**src/rtl/imem_pkg.sv**
```systemverilog
// Shared types and constants for the instruction-memory arbiter.
//   arb_state_t : arbiter FSM state (who owned the memory port last cycle)
//   owner_t     : tag of the read in flight, used to route iMemRData
//   NOP_INST    : instruction returned for a bad fetch address
package imem_pkg;

    typedef enum logic [1:0] {
        IDLE  = 2'd0,
        FETCH = 2'd1,
        LOAD  = 2'd2,
        LOCK  = 2'd3
    } arb_state_t;

    typedef enum logic [1:0] {
        OWN_NONE  = 2'd0,
        OWN_FETCH = 2'd1,
        OWN_LDRD  = 2'd2
    } owner_t;

    localparam logic [31:0] NOP_INST = 32'h0000_0013;

endpackage

```
**src/rtl/imem_rr_arb.sv**
```systemverilog
// Two-way grant logic for the instruction memory port.
//   clk_i, rst_i     : clock, synchronous active-high reset
//   fetch_req_i      : CPU fetch request
//   ld_req_i         : loader request
//   ld_lock_i        : loader wants to keep the port on following cycles
//   fetch_gnt_o      : fetch owns the port this cycle (combinational)
//   ld_gnt_o         : loader owns the port this cycle (combinational)
// Contested cycles are decided round-robin on the last served requester,
// unless the loader holds a lock whose burst has not yet reached MAX_BURST.
module imem_rr_arb
    import imem_pkg::*;
#(
    parameter int unsigned MAX_BURST = 8
) (
    input  logic clk_i,
    input  logic rst_i,
    input  logic fetch_req_i,
    input  logic ld_req_i,
    input  logic ld_lock_i,
    output logic fetch_gnt_o,
    output logic ld_gnt_o
);

    localparam int unsigned CW = $clog2(MAX_BURST + 1);

    arb_state_t     state_q, state_d;
    logic [CW-1:0]  burst_q, burst_d;
    logic           last_ld_q, last_ld_d;   // 1: loader was served last
    logic           burst_full;
    logic           lock_hold;

    always_comb begin
        fetch_gnt_o = 1'b0;
        ld_gnt_o    = 1'b0;
        state_d     = IDLE;
        burst_d     = '0;
        last_ld_d   = last_ld_q;

        burst_full = (burst_q == CW'(MAX_BURST));
        // The lock only beats round-robin while the loader still asks for it
        // and its burst budget is not used up.
        lock_hold  = (state_q == LOCK) && ld_lock_i && !burst_full;

        // No grants while reset is applied so nothing new goes in flight.
        if (!rst_i) begin
            if (fetch_req_i && ld_req_i) begin
                if (lock_hold || !last_ld_q) begin
                    ld_gnt_o = 1'b1;
                end else begin
                    fetch_gnt_o = 1'b1;
                end
            end else begin
                fetch_gnt_o = fetch_req_i;
                ld_gnt_o    = ld_req_i;
            end
        end

        if (fetch_gnt_o) begin
            state_d   = FETCH;
            last_ld_d = 1'b0;
        end else if (ld_gnt_o) begin
            state_d   = ld_lock_i ? LOCK : LOAD;
            last_ld_d = 1'b1;
        end

        // Counts locked loader grants; leaving LOCK or any fetch grant clears it.
        if (ld_gnt_o && ld_lock_i) begin
            burst_d = burst_full ? burst_q : burst_q + CW'(1);
        end
    end

    always_ff @(posedge clk_i) begin
        if (rst_i) begin
            state_q   <= IDLE;
            burst_q   <= '0;
            last_ld_q <= 1'b0;
        end else begin
            state_q   <= state_d;
            burst_q   <= burst_d;
            last_ld_q <= last_ld_d;
        end
    end

endmodule

```
**src/rtl/imem_arbiter.sv**
```systemverilog
// Shares a single-port, 1-cycle synchronous-read instruction memory between
// the CPU fetch port and a loader/debug port.
//   iCLK, iRST                    : clock, synchronous active-high reset
//   iFetchReq/iFetchAddr          : fetch request, byte address
//   oFetchInst/oFetchValid/oFetchErr : fetch response one cycle after grant
//   oFetchStall                   : fetch request not accepted this cycle
//   iLdReq/iLdWe/iLdLock/iLdAddr/iLdWData : loader access request
//   oLdGnt                        : loader access accepted this cycle
//   oLdRData/oLdRValid            : loader read response one cycle after grant
//   oMemAddr/oMemWData/oMemWe     : memory port, iMemRData returned next cycle
module imem_arbiter
    import imem_pkg::*;
#(
    parameter int unsigned DEPTH     = 256,
    parameter int unsigned MAX_BURST = 8,
    parameter logic [31:0] NOP_INST  = imem_pkg::NOP_INST
) (
    input  logic                     iCLK,
    input  logic                     iRST,
    input  logic                     iFetchReq,
    input  logic [31:0]              iFetchAddr,
    output logic [31:0]              oFetchInst,
    output logic                     oFetchValid,
    output logic                     oFetchErr,
    output logic                     oFetchStall,
    input  logic                     iLdReq,
    input  logic                     iLdWe,
    input  logic                     iLdLock,
    input  logic [31:0]              iLdAddr,
    input  logic [31:0]              iLdWData,
    output logic                     oLdGnt,
    output logic [31:0]              oLdRData,
    output logic                     oLdRValid,
    output logic [$clog2(DEPTH)-1:0] oMemAddr,
    output logic [31:0]              oMemWData,
    output logic                     oMemWe,
    input  logic [31:0]              iMemRData
);

    localparam int unsigned AW = $clog2(DEPTH);

    logic           fetch_gnt, ld_gnt;
    logic           fetch_err;
    owner_t         owner_q, owner_d;
    logic           ferr_q, ferr_d;
    logic [31:0]    finst_q, ldrdata_q;
    logic [AW-1:0]  mem_addr_q;
    logic           unused_ld_addr;

    assign unused_ld_addr = ^{iLdAddr[31:AW+2], iLdAddr[1:0]};

    imem_rr_arb #(
        .MAX_BURST (MAX_BURST)
    ) u_arb (
        .clk_i       (iCLK),
        .rst_i       (iRST),
        .fetch_req_i (iFetchReq),
        .ld_req_i    (iLdReq),
        .ld_lock_i   (iLdLock),
        .fetch_gnt_o (fetch_gnt),
        .ld_gnt_o    (ld_gnt)
    );

    assign fetch_err   = (iFetchAddr[1:0] != 2'b00) || (iFetchAddr >= 32'(4 * DEPTH));
    assign oFetchStall = iFetchReq & ~fetch_gnt;
    assign oLdGnt      = iLdReq & ld_gnt;

    // A granted but faulting fetch leaves the memory port untouched.
    always_comb begin
        oMemAddr  = mem_addr_q;
        oMemWData = iLdWData;
        oMemWe    = 1'b0;
        owner_d   = OWN_NONE;
        ferr_d    = 1'b0;
        if (fetch_gnt) begin
            owner_d = OWN_FETCH;
            ferr_d  = fetch_err;
            if (!fetch_err) begin
                oMemAddr = iFetchAddr[AW+1:2];
            end
        end else if (ld_gnt) begin
            oMemAddr = iLdAddr[AW+1:2];
            oMemWe   = iLdWe;
            owner_d  = iLdWe ? OWN_NONE : OWN_LDRD;
        end
    end

    // Responses are formed from the tag registered at grant and the memory
    // data arriving now; the hold registers keep the last shown word.
    always_comb begin
        oFetchValid = (owner_q == OWN_FETCH);
        oFetchErr   = oFetchValid & ferr_q;
        oLdRValid   = (owner_q == OWN_LDRD);
        oFetchInst  = finst_q;
        oLdRData    = ldrdata_q;
        if (oFetchValid) begin
            oFetchInst = ferr_q ? NOP_INST : iMemRData;
        end
        if (oLdRValid) begin
            oLdRData = iMemRData;
        end
    end

    always_ff @(posedge iCLK) begin
        if (iRST) begin
            owner_q    <= OWN_NONE;
            ferr_q     <= 1'b0;
            finst_q    <= '0;
            ldrdata_q  <= '0;
            mem_addr_q <= '0;
        end else begin
            owner_q    <= owner_d;
            ferr_q     <= ferr_d;
            finst_q    <= oFetchInst;
            ldrdata_q  <= oLdRData;
            mem_addr_q <= oMemAddr;
        end
    end

endmodule

```
**config.mk**
```make
export PLATFORM = sky130hd
export DESIGN_NAME = imem_arbiter
export DESIGN_NICKNAME = d
export VERILOG_FILES = /design/src/rtl/imem_pkg.sv /design/src/rtl/imem_rr_arb.sv /design/src/rtl/imem_arbiter.sv
export SDC_FILE = /design/constraint.sdc
export NUM_CORES = 1
export LEC_CHECK = 0
export ABC_AREA = 1
export BUFFER_PORTS_ARGS = -buffer_cell sky130_fd_sc_hd__clkbuf_2
export CAP_MARGIN = 20
export CORE_MARGIN = 2
export CORE_UTILIZATION = 39
export CTS_CLUSTER_DIAMETER = 50
export DETAILED_ROUTE_END_ITERATION = 8
export PLACE_DENSITY_LB_ADDON = 0.12
export SYNTH_ARGS = -nofsm -noshare
export SYNTH_HDL_FRONTEND = slang
export SYNTH_SLANG_ARGS = --single-unit
```
**constraint.sdc**
```tcl
create_clock -name iCLK -period 1.55 [get_ports iCLK]
set_input_delay 0.31 -clock iCLK [delete_from_list [all_inputs] [get_ports iCLK]]
set_output_delay 0.31 -clock iCLK [all_outputs]
set_load 0.05 [all_outputs]
```
==> results of run 1 <==
-- cell families after synthesis --
family	Yosys count
buf+inv	109
simple gates	275
fa+ha+maj	2
xor+xnor	1
flops	82
compound gates	70
-- per-stage QoR --
step	setup slack (ns)	area [um2]	TNS, ns
finish	-0.824	9280	-41.70
global route	-0.884	9280	-43.77
CTS	-0.684	8360	-30.96
detailed placement	-0.430	5340	-10.46
global placement	-0.379	5340	-7.60
floorplan	-0.270	4040	-2.34
-- power by group --
part           leakage (nW)  internal (W)  switching [W]
registers             0.671       0.00221      0.0000850
clock network         0.104      0.000811       0.000972
logic                  3.48       0.00139        0.00161
total                  4.25       0.00441        0.00266
-- layout make-up --
class                           instances  area (um2)  area share
Timing Repair Buffer                  356        3930       0.423
Clock inverter                          6        72.6     0.00782
Sequential cell                        82        1650       0.178
Clock buffer                           10         138      0.0148
Multi-Input combinational cell        350        3100       0.334
Inverter                               53         229      0.0247
Tap cell                              133         166      0.0179
-- metal layers --
layer / track usage / routed length [um]
met1: 0.349 / 8700
met2: 0.603 / 12300
met3: 0.0702 / 2190
met4: 0.181 / 2380
met5: 0 / 0
-- registers in the layout, summed over array words and instances (netlist names) --
register         cells
owner_q              2
ldrdata_q           32
ferr_q               1
u_arb.state_q        2
u_arb.burst_q        4
mem_addr_q           8
u_arb.last_ld_q      1
finst_q             32
-- worst max-delay path, stage by stage (launching register included) --
cell and delay (ns):
dfxtp_2 0.36, inv_2 0.09, ha_4 0.16, nand3_4 0.08, nand2_4 0.10, nand2_4 0.06
nand2_4 0.10, nand2_8 0.08, nor2_4 0.24, nand3_2 0.13, nand2_2 0.11, inv_2 0.04
buf_8 0.14
-- cells in the mapped netlist --
cell type | instances | area share
a21oi_1 | 34 | 0.044
a31oi_1 | 1 | 0.0016
buf_1 | 6 | 0.0058
buf_2 | 3 | 0.0039
buf_4 | 32 | 0.062
buf_6 | 1 | 0.0029
clkbuf_1 | 14 | 0.013
dfxtp_1 | 82 | 0.42
ha_1 | 2 | 0.0064
inv_1 | 52 | 0.050
inv_2 | 1 | 0.00096
nand2_1 | 103 | 0.099
nand2_2 | 2 | 0.0032
nand2_4 | 2 | 0.0058
nand3_1 | 46 | 0.059
nand3_2 | 10 | 0.026
nand3_4 | 1 | 0.0045
nand3b_2 | 1 | 0.0029
nand4_1 | 10 | 0.016
nor2_1 | 61 | 0.059
nor2_2 | 4 | 0.0064
nor2_8 | 1 | 0.0051
nor3_1 | 1 | 0.0013
nor3b_1 | 1 | 0.0019
o21ai_0 | 33 | 0.042
o21ai_1 | 2 | 0.0026
or2_2 | 32 | 0.051
xor2_1 | 1 | 0.0022
-- repair_timing --
action	CTS	global route
endpoints found under the hold margin	0	0
pin swaps	41	33
buffers inserted	94	52
cloned	8	1
endpoints found under the setup margin	86	97
gates resized for setup	484	186
-- worst max-delay path by stage --
stage	startpoint	end	slack (ns)	cells after the start
2_1_floorplan	u_arb.burst_q[1]	oMemAddr[0]	-0.27	11
3_3_place_gp	u_arb.burst_q[1]	oMemAddr[0]	-0.38	12
3_5_place_dp	u_arb.burst_q[1]	oMemAddr[0]	-0.43	12
4_1_cts	u_arb.burst_q[0]	oMemAddr[0]	-0.68	12
5_1_grt	u_arb.burst_q[1]	oMemAddr[2]	-0.88	12
6_report	u_arb.burst_q[0]	oMemAddr[2]	-0.82	12
==> results_dict.tcl, run 1 <==
set metrics [dict create \
    htree_levels 3 \
    hold_path_class "in2reg" \
    relSlewSlack 0.590 \
    setup_viol 109 \
    fillCellCount 236 \
    worstSkewPairLatency_ns 0.39 \
    clk_pin_slew_ns 0.12 \
    finalNonFillerCells 990 \
    muxShareOfSynthArea 0 \
    violations "negative setup slack" \
    cts.sinks 82 \
    mostFrequentLayoutCells "buf_4, dfxtp_1, clkbuf_2" \
    status "finished with violations" \
    finalHoldViolations 0 \
    boundaryPins 244 \
    fin_worst_skew_ns 0.0287 \
    synth_compound_area_frac 0.0902 \
    final_net_count 988 \
    p_per_area_nw_per_um2 762 \
    hold_buffers 0 \
    cp.arrival_ns 2.06 \
    fin_ws_ns -0.824 \
    die_w_um 104 \
    min_period_ns 2.37 \
    vdd_drop_max_v 0.000773 \
    utilization 0.954 \
    max_freq_mhz 421 \
    grt_pass1_vias 5415 \
    synth_top_family_by_area "simple AND/OR/NAND/NOR gates" \
    die_h_um 104 \
    max_cap_violations 0 \
    drcViolationCount 0 \
    wire_per_inst_um 25.8 \
    min_from "iLdWe" \
    vias 5690 \
    synth-adder-area-share 0.00642 \
    power.leakage_nw 4.25 \
    synth_xor_area_frac 0.00225 \
    holdWs_ns 0.102 \
    syn-cell-area_um2 3900 \
    synth-simple-area-share 0.341 \
    port-buffer-count 155 \
    avgSynthCellArea_um2 7.23 \
    syn_inst 539 \
    holdPathEnd "owner_q[1]" \
    rsz0062_at_grt "true" \
    r2r-start "owner_q[0]" \
    drtIter0Drc 457 \
    tightest_slew_ns 0.615 \
    slew_violations 0 \
    grt_max_degree 51 \
    worstSetupPathType "reg2out" \
    numCtsBuffers 9 \
    ys_seq_area_frac 0.421 \
    worstSetupEndpointType "output port" \
    final_common_cell "buf_4" \
    synth_cell_type_count 28 \
    start_kind "flip-flop" \
    die-area_um2 10800 \
    via_per_inst 5.75 \
    cts_root_buf "clkbuf_8" \
    initial_core_util 0.401 \
    whs_path_depth 2 \
    dp.cells 853 \
    ant_nets 0 \
    cts_tree "done" \
    finalCritPeriodShare 1.53 \
    n_antenna_cell 0 \
    synth-seq-cells 82 \
    syn-num-nets 675 \
    gp_congestion 0.808 \
    grtUsageTotal 0.329 \
    antenna_found_initial 0 \
    overflow 0 \
    yosysWarnings 0 \
    num_rows 36 \
    power_w 0.00707 \
    dp_hpwl_um 7900 \
    synthToLayoutAreaGrowth_pct 138 \
    cts_max_path_buffers 2 \
    grt_pass1_wl_um 28100 \
    finalWirelength_um 25600 \
    first_pass_iters 7 \
    cp.required_ns 1.24 \
    worstRegToRegCells 15 \
    layout-drive-gt1-share 0.735 \
    coreArea_um2 9730 \
    r2r_slack_ns -0.39 \
    r2r_end "ldrdata_q[1]" \
    cp_max_fo 5 \
]
No activity file was read; power rests on OpenSTA's default activity.
==> run 2, diff against run 1 <==
SETUP_SLACK_MARGIN = 0.15   (was unset)
==> run 2 against run 1 <==
Compared with the run above: the flow still finishes with violations (negative setup slack); combinational power is essentially flat; clock skew down 0.019 ns; highest routed layer unchanged; clock power increased by 16%; largest cell class unchanged; worst setup slack improved by 0.053 ns.
==> results_dict.tcl, run 2 (synthesis gave the netlist of run 1 again) <==
set metrics [dict create \
    status "finished with violations" \
    violations "negative setup slack" \
    p_per_area_nw_per_um2 795 \
    min_period_ns 2.32 \
    grt_max_degree 53 \
    boundaryPins 244 \
    wire_per_inst_um 24.8 \
    holdWs_ns 0.164 \
    slew_violations 0 \
    cts_tree "done" \
    worstSetupPathType "reg2out" \
    final_cell_area_um2 9220 \
    finalHoldViolations 0 \
    start_kind "flip-flop" \
    tightest_slew_ns 0.659 \
    multi_input_area_um2 3150 \
    slowest_stage "dfxtp_2" \
    antenna_found_initial 0 \
    fin_ws_ns -0.771 \
    gp_congestion 0.806 \
    power.leakage_nw 4.11 \
    die_h_um 104 \
    vias 5288 \
    rsz0062_at_grt "true" \
    grtUsageTotal 0.293 \
    cp.arrival_ns 2.01 \
    drcViolationCount 0 \
    max_freq_mhz 431 \
    critPathBufInv 3 \
    cpLargestDelayFamily "simple AND/OR/NAND/NOR gates" \
    layout-drive-gt1-share 0.724 \
    use_met2 0.538 \
    initial_core_util 0.401 \
    worstSkewPairLatency_ns 0.37 \
    synthToLayoutAreaGrowth_pct 136 \
    seq_area_um2 1650 \
    dp_hpwl_um 8330 \
    fin_worst_skew_ns 0.00921 \
    port-buffer-count 155 \
    cts_root_buf "clkbuf_8" \
    met3_usage 0.0602 \
    via_per_inst 5.60 \
    mostFrequentLayoutCells "dfxtp_1, clkbuf_2, buf_4" \
    cp.required_ns 1.24 \
    relSlewSlack 0.561 \
    hold_path_class "in2reg" \
    setup_tns_ns -37.48 \
    ant_nets 0 \
    grt.busiest_layer "met2" \
    cpPeakStageDelay_ns 0.34 \
    grt_pass1_vias 4854 \
    first_pass_iters 5 \
    die-area_um2 10800 \
    htree_levels 3 \
    cts_max_path_buffers 2 \
    cp_max_fo 5 \
    n_antenna_cell 0 \
    grt_pass1_wl_um 25100 \
    worstSetupEndpointType "output port" \
    drtIter0Drc 347 \
    cts.sinks 82 \
    die_w_um 104 \
    overflow 0 \
    final_net_count 943 \
    numCtsBuffers 9 \
    cp_cell_sequence "inv_2 -> ha_4 -> nand3_4 -> nand2_4 -> nand2_4 -> nand2_4 -> nand2_8 -> nor2_4 -> nand3_2 -> nand2_2 -> inv_2 -> buf_8" \
    setup_viol 98 \
    fillCellCount 266 \
    vdd_drop_max_v 0.000565 \
    hold_buffers 0 \
    clk_pin_slew_ns 0.10 \
    placed_area_um2 5480 \
    crit_top_cell "nand2_4" \
    power_w 0.00733 \
    reg.largest.list "finst_q x32, ldrdata_q x32, mem_addr_q x8" \
    coreArea_um2 9730 \
    finalCritPeriodShare 1.50 \
    grt_use_met1 0.326 \
    max_cap_violations 0 \
    finalWirelength_um 23400 \
    num_rows 36 \
    utilization 0.947 \
]
-- run 2: layer usage --
layer / wire length, um / vias up / share of wire
met5: 0 / - / 0
met4: 1420 / 0 / 0.061
met3: 1710 / 120 / 0.073
met2: 11900 / 362 / 0.51
met1: 8420 / 2578 / 0.36
li1: - / 2228 / -
-- run 2: path summary, 6_finish.rpt --
| path | from | to | slack, ns | cells after the start |
|---|---|---|---|---|
| hold / removal | iLdWe | owner_q[1] | 0.16 | 2 |
| setup reg to reg | owner_q[0] | ldrdata_q[18] | -0.34 | 14 |
| hold reg to reg | finst_q[5] | finst_q[5] | 0.51 | 2 |
| setup / recovery | u_arb.burst_q[0] | oMemAddr[7] | -0.77 | 12 |
-- run 2: where the power goes --
group	total (W)	leakage, nW	internal (W)	switching (W)
registers	0.00228	0.671	0.00221	0.0000752
clock network	0.00207	0.127	0.00112	0.000945
logic	0.00298	3.31	0.00139	0.00159
-- run 2: what timing repair did --
item,CTS,global route
endpoints found under the setup margin,92,111
buffers inserted,52,37
pin swaps,23,30
gates resized for setup,368,185
gates cloned,10,1
-- run 2: cell type report --
type,instances,area share
Clock buffer,10,0.0149
Clock inverter,6,0.0122
Inverter,53,0.0304
Multi-Input combinational cell,350,0.342
Sequential cell,82,0.179
Tap cell,133,0.0181
Timing Repair Buffer,311,0.403
-- run 2: stage by stage --
stage / setup WS, ns / cells
finish: -0.771 / 945
global route: -0.817 / 945
CTS: -0.643 / 907
detailed placement: -0.392 / 829
global placement: -0.363 / 829
floorplan: -0.270 / 539
==> run 3, diff against run 2 <==
clock period = 1.95 ns   (was 1.55 ns; I/O delays follow)
==> run 3 against run 2 <==
Compared with the run above: the flow still finishes with violations (negative setup slack); sequential power is 21% lower; sequential cell count unchanged; utilization shrank 7.6 points; largest cell class unchanged; highest routed layer unchanged; global-route usage shrank 2.3 points; first-iteration DRC count down 32%; clock skew is 0.015 ns higher; die area unchanged.
==> results_dict.tcl, run 3 (synthesis gave the netlist of run 1 again) <==
set metrics [dict create \
    cts_max_path_buffers 2 \
    die_w_um 104 \
    initial_core_util 0.401 \
    reg.largest.list "finst_q x32, ldrdata_q x32, mem_addr_q x8" \
    power.leakage_nw 3.88 \
    layout-drive-gt1-share 0.688 \
    r2r-start "u_arb.burst_q[0]" \
    violations "negative setup slack" \
    min_from "iLdWe" \
    setup_tns_ns -13.25 \
    start_kind "flip-flop" \
    mostFrequentLayoutCells "buf_4, dfxtp_1, clkbuf_2" \
    htree_levels 3 \
    first_pass_iters 5 \
    cp_max_fo 5 \
    boundaryPins 244 \
    wire_per_inst_um 20.6 \
    p_per_area_nw_per_um2 612 \
    hold_path_class "in2reg" \
    cts_root_buf "clkbuf_8" \
    switchingPower_w 0.00188 \
    numCtsBuffers 9 \
    clk_pin_slew_ns 0.08 \
    synthToLayoutAreaGrowth_pct 117 \
    gp_congestion 0.822 \
    crit_top_cell "nand2_4" \
    drcViolationCount 0 \
    r2r_end "mem_addr_q[1]" \
    cp.required_ns 1.56 \
    dp_hpwl_um 7320 \
    final_common_cell "buf_4" \
    finalCritPeriodShare 1.21 \
    grt_max_degree 55 \
    ant_nets 0 \
    worstSetupEndpointType "output port" \
    fin_worst_skew_ns 0.0244 \
    p_seq_frac 0.349 \
    final_cell_area_um2 8480 \
    max_cap_violations 0 \
    final_net_count 927 \
    relSlewSlack 0.586 \
    n_antenna_cell 0 \
    antenna_found_initial 0 \
    holdPathEnd "owner_q[1]" \
    worstRegToRegCells 17 \
    cpLargestDelayFamily "simple AND/OR/NAND/NOR gates" \
    worstSkewPairLatency_ns 0.37 \
    die-area_um2 10800 \
    pwr-share-clk 0.246 \
    die_h_um 104 \
    grt_pass1_wl_um 23200 \
    cp_cell_sequence "inv_2 -> ha_4 -> nand3_4 -> nand2_4 -> nand2_4 -> nand2_4 -> nand2_4 -> nor2_8 -> buf_12 -> nand3_2 -> nand2_2 -> inv_2 -> buf_8" \
    r2r_slack_ns -0.23 \
    cpPeakStageDelay_ns 0.34 \
    setup_viol 78 \
    via_per_inst 5.26 \
    vias 4884 \
    overflow 0 \
    fin_ws_ns -0.406 \
    cts.sinks 82 \
    slew_violations 0 \
    grt_pass1_vias 4625 \
    cp.arrival_ns 1.97 \
    max_freq_mhz 424 \
    finalWirelength_um 19100 \
    placed_area_um2 4810 \
    grtUsageTotal 0.270 \
    status "finished with violations" \
    num_rows 36 \
    drtIter0Drc 236 \
    p_int_w 0.00330 \
    combPwrFrac 0.405 \
    power_w 0.00519 \
    vdd_drop_max_v 0.000517 \
    min_period_ns 2.36 \
    finalHoldViolations 0 \
    cts_tree "done" \
    critPathBufInv 4 \
    swShare 0.363 \
    slowest_stage "dfxtp_2" \
    rsz0062_at_grt "true" \
    worstSetupPathType "reg2out" \
    tightest_slew_ns 0.622 \
    whs_path_depth 2 \
    coreArea_um2 9730 \
    port-buffer-count 155 \
]
[run 3: cell types whose count changed in the layout (fill, tap and decap cells not counted), sizes merged]
cell      change
buf          +13
bufinv        -2
clkbuf       -26
clkinvlp      -1
inv           +1
nor2          -1
[run 3: area by class of cell]
cell class | count | area [um2]
Timing Repair Buffer | 296 | 3230
Sequential cell | 82 | 1650
Clock buffer | 12 | 135
Multi-Input combinational cell | 349 | 3010
Tap cell | 133 | 166
Inverter | 53 | 228
Clock inverter | 4 | 52.6
Fill cell | 433 | 1250
[run 3: how the worst max path moves through the flow]
stage	start	to	slack, ns	cells after the start
2_1_floorplan	u_arb.burst_q[1]	oMemAddr[0]	0.05	11
3_3_place_gp	iLdLock	oMemAddr[0]	-0.11	11
3_5_place_dp	iLdLock	oMemAddr[0]	-0.12	11
4_1_cts	u_arb.burst_q[0]	oMemAddr[1]	-0.34	13
5_1_grt	u_arb.burst_q[0]	oMemAddr[0]	-0.49	12
6_report	u_arb.burst_q[0]	oMemAddr[1]	-0.41	13
[run 3: worst register-to-register path, stage by stage, from the launching register on]
cell and delay (ns):
dfxtp_2 0.34, inv_2 0.08, ha_4 0.15, nand3_4 0.07, nand2_4 0.09, nand2_4 0.06
nand2_4 0.09, buf_4 0.12, nand3b_4 0.15, nand3_2 0.12, nand2_2 0.07, buf_4 0.13
buf_4 0.12, buf_4 0.12, buf_4 0.12, buf_4 0.12, buf_4 0.12, nor2_2 0.06
[run 3: power by group through the flow]
stage	clock network (W)	logic, W	registers [W]
after global placement	0	0.00106	0.00181
after CTS	0.00125	0.00175	0.00179
after global routing	0.00134	0.00217	0.00181
final	0.00128	0.00210	0.00181
after detailed placement	0	0.00107	0.00182
after floorplan	0	0.000939	0.00181
[run 3: repair_timing]
item	CTS	global route
hold buffers	0	0
endpoints found under the setup margin	77	82
buffers inserted	71	26
pin swaps	31	23
cloned	11	3
gates resized for setup	455	182
[run 3: stage by stage]
stage | std cells | hold WS (ns) | worst slack [ns] | utilization
finish | 929 | 0.228 | -0.406 | 0.871
global route | 929 | 0.230 | -0.493 | 0.871
CTS | 900 | 0.221 | -0.338 | 0.777
detailed placement | 802 | 0.466 | -0.123 | 0.495
global placement | 802 | 0.456 | -0.111 | 0.495
floorplan | 539 | 0.449 | 0.0500 | -
[run 3: per-layer routing]
metal / vias to the layer above / global-route usage / routed length [um]
li1: 2203 / - / -
met1: 2273 / 0.297 / 6430
met2: 293 / 0.500 / 10100
met3: 115 / 0.0495 / 1190
met4: 0 / 0.122 / 1410
met5: - / 0 / 0
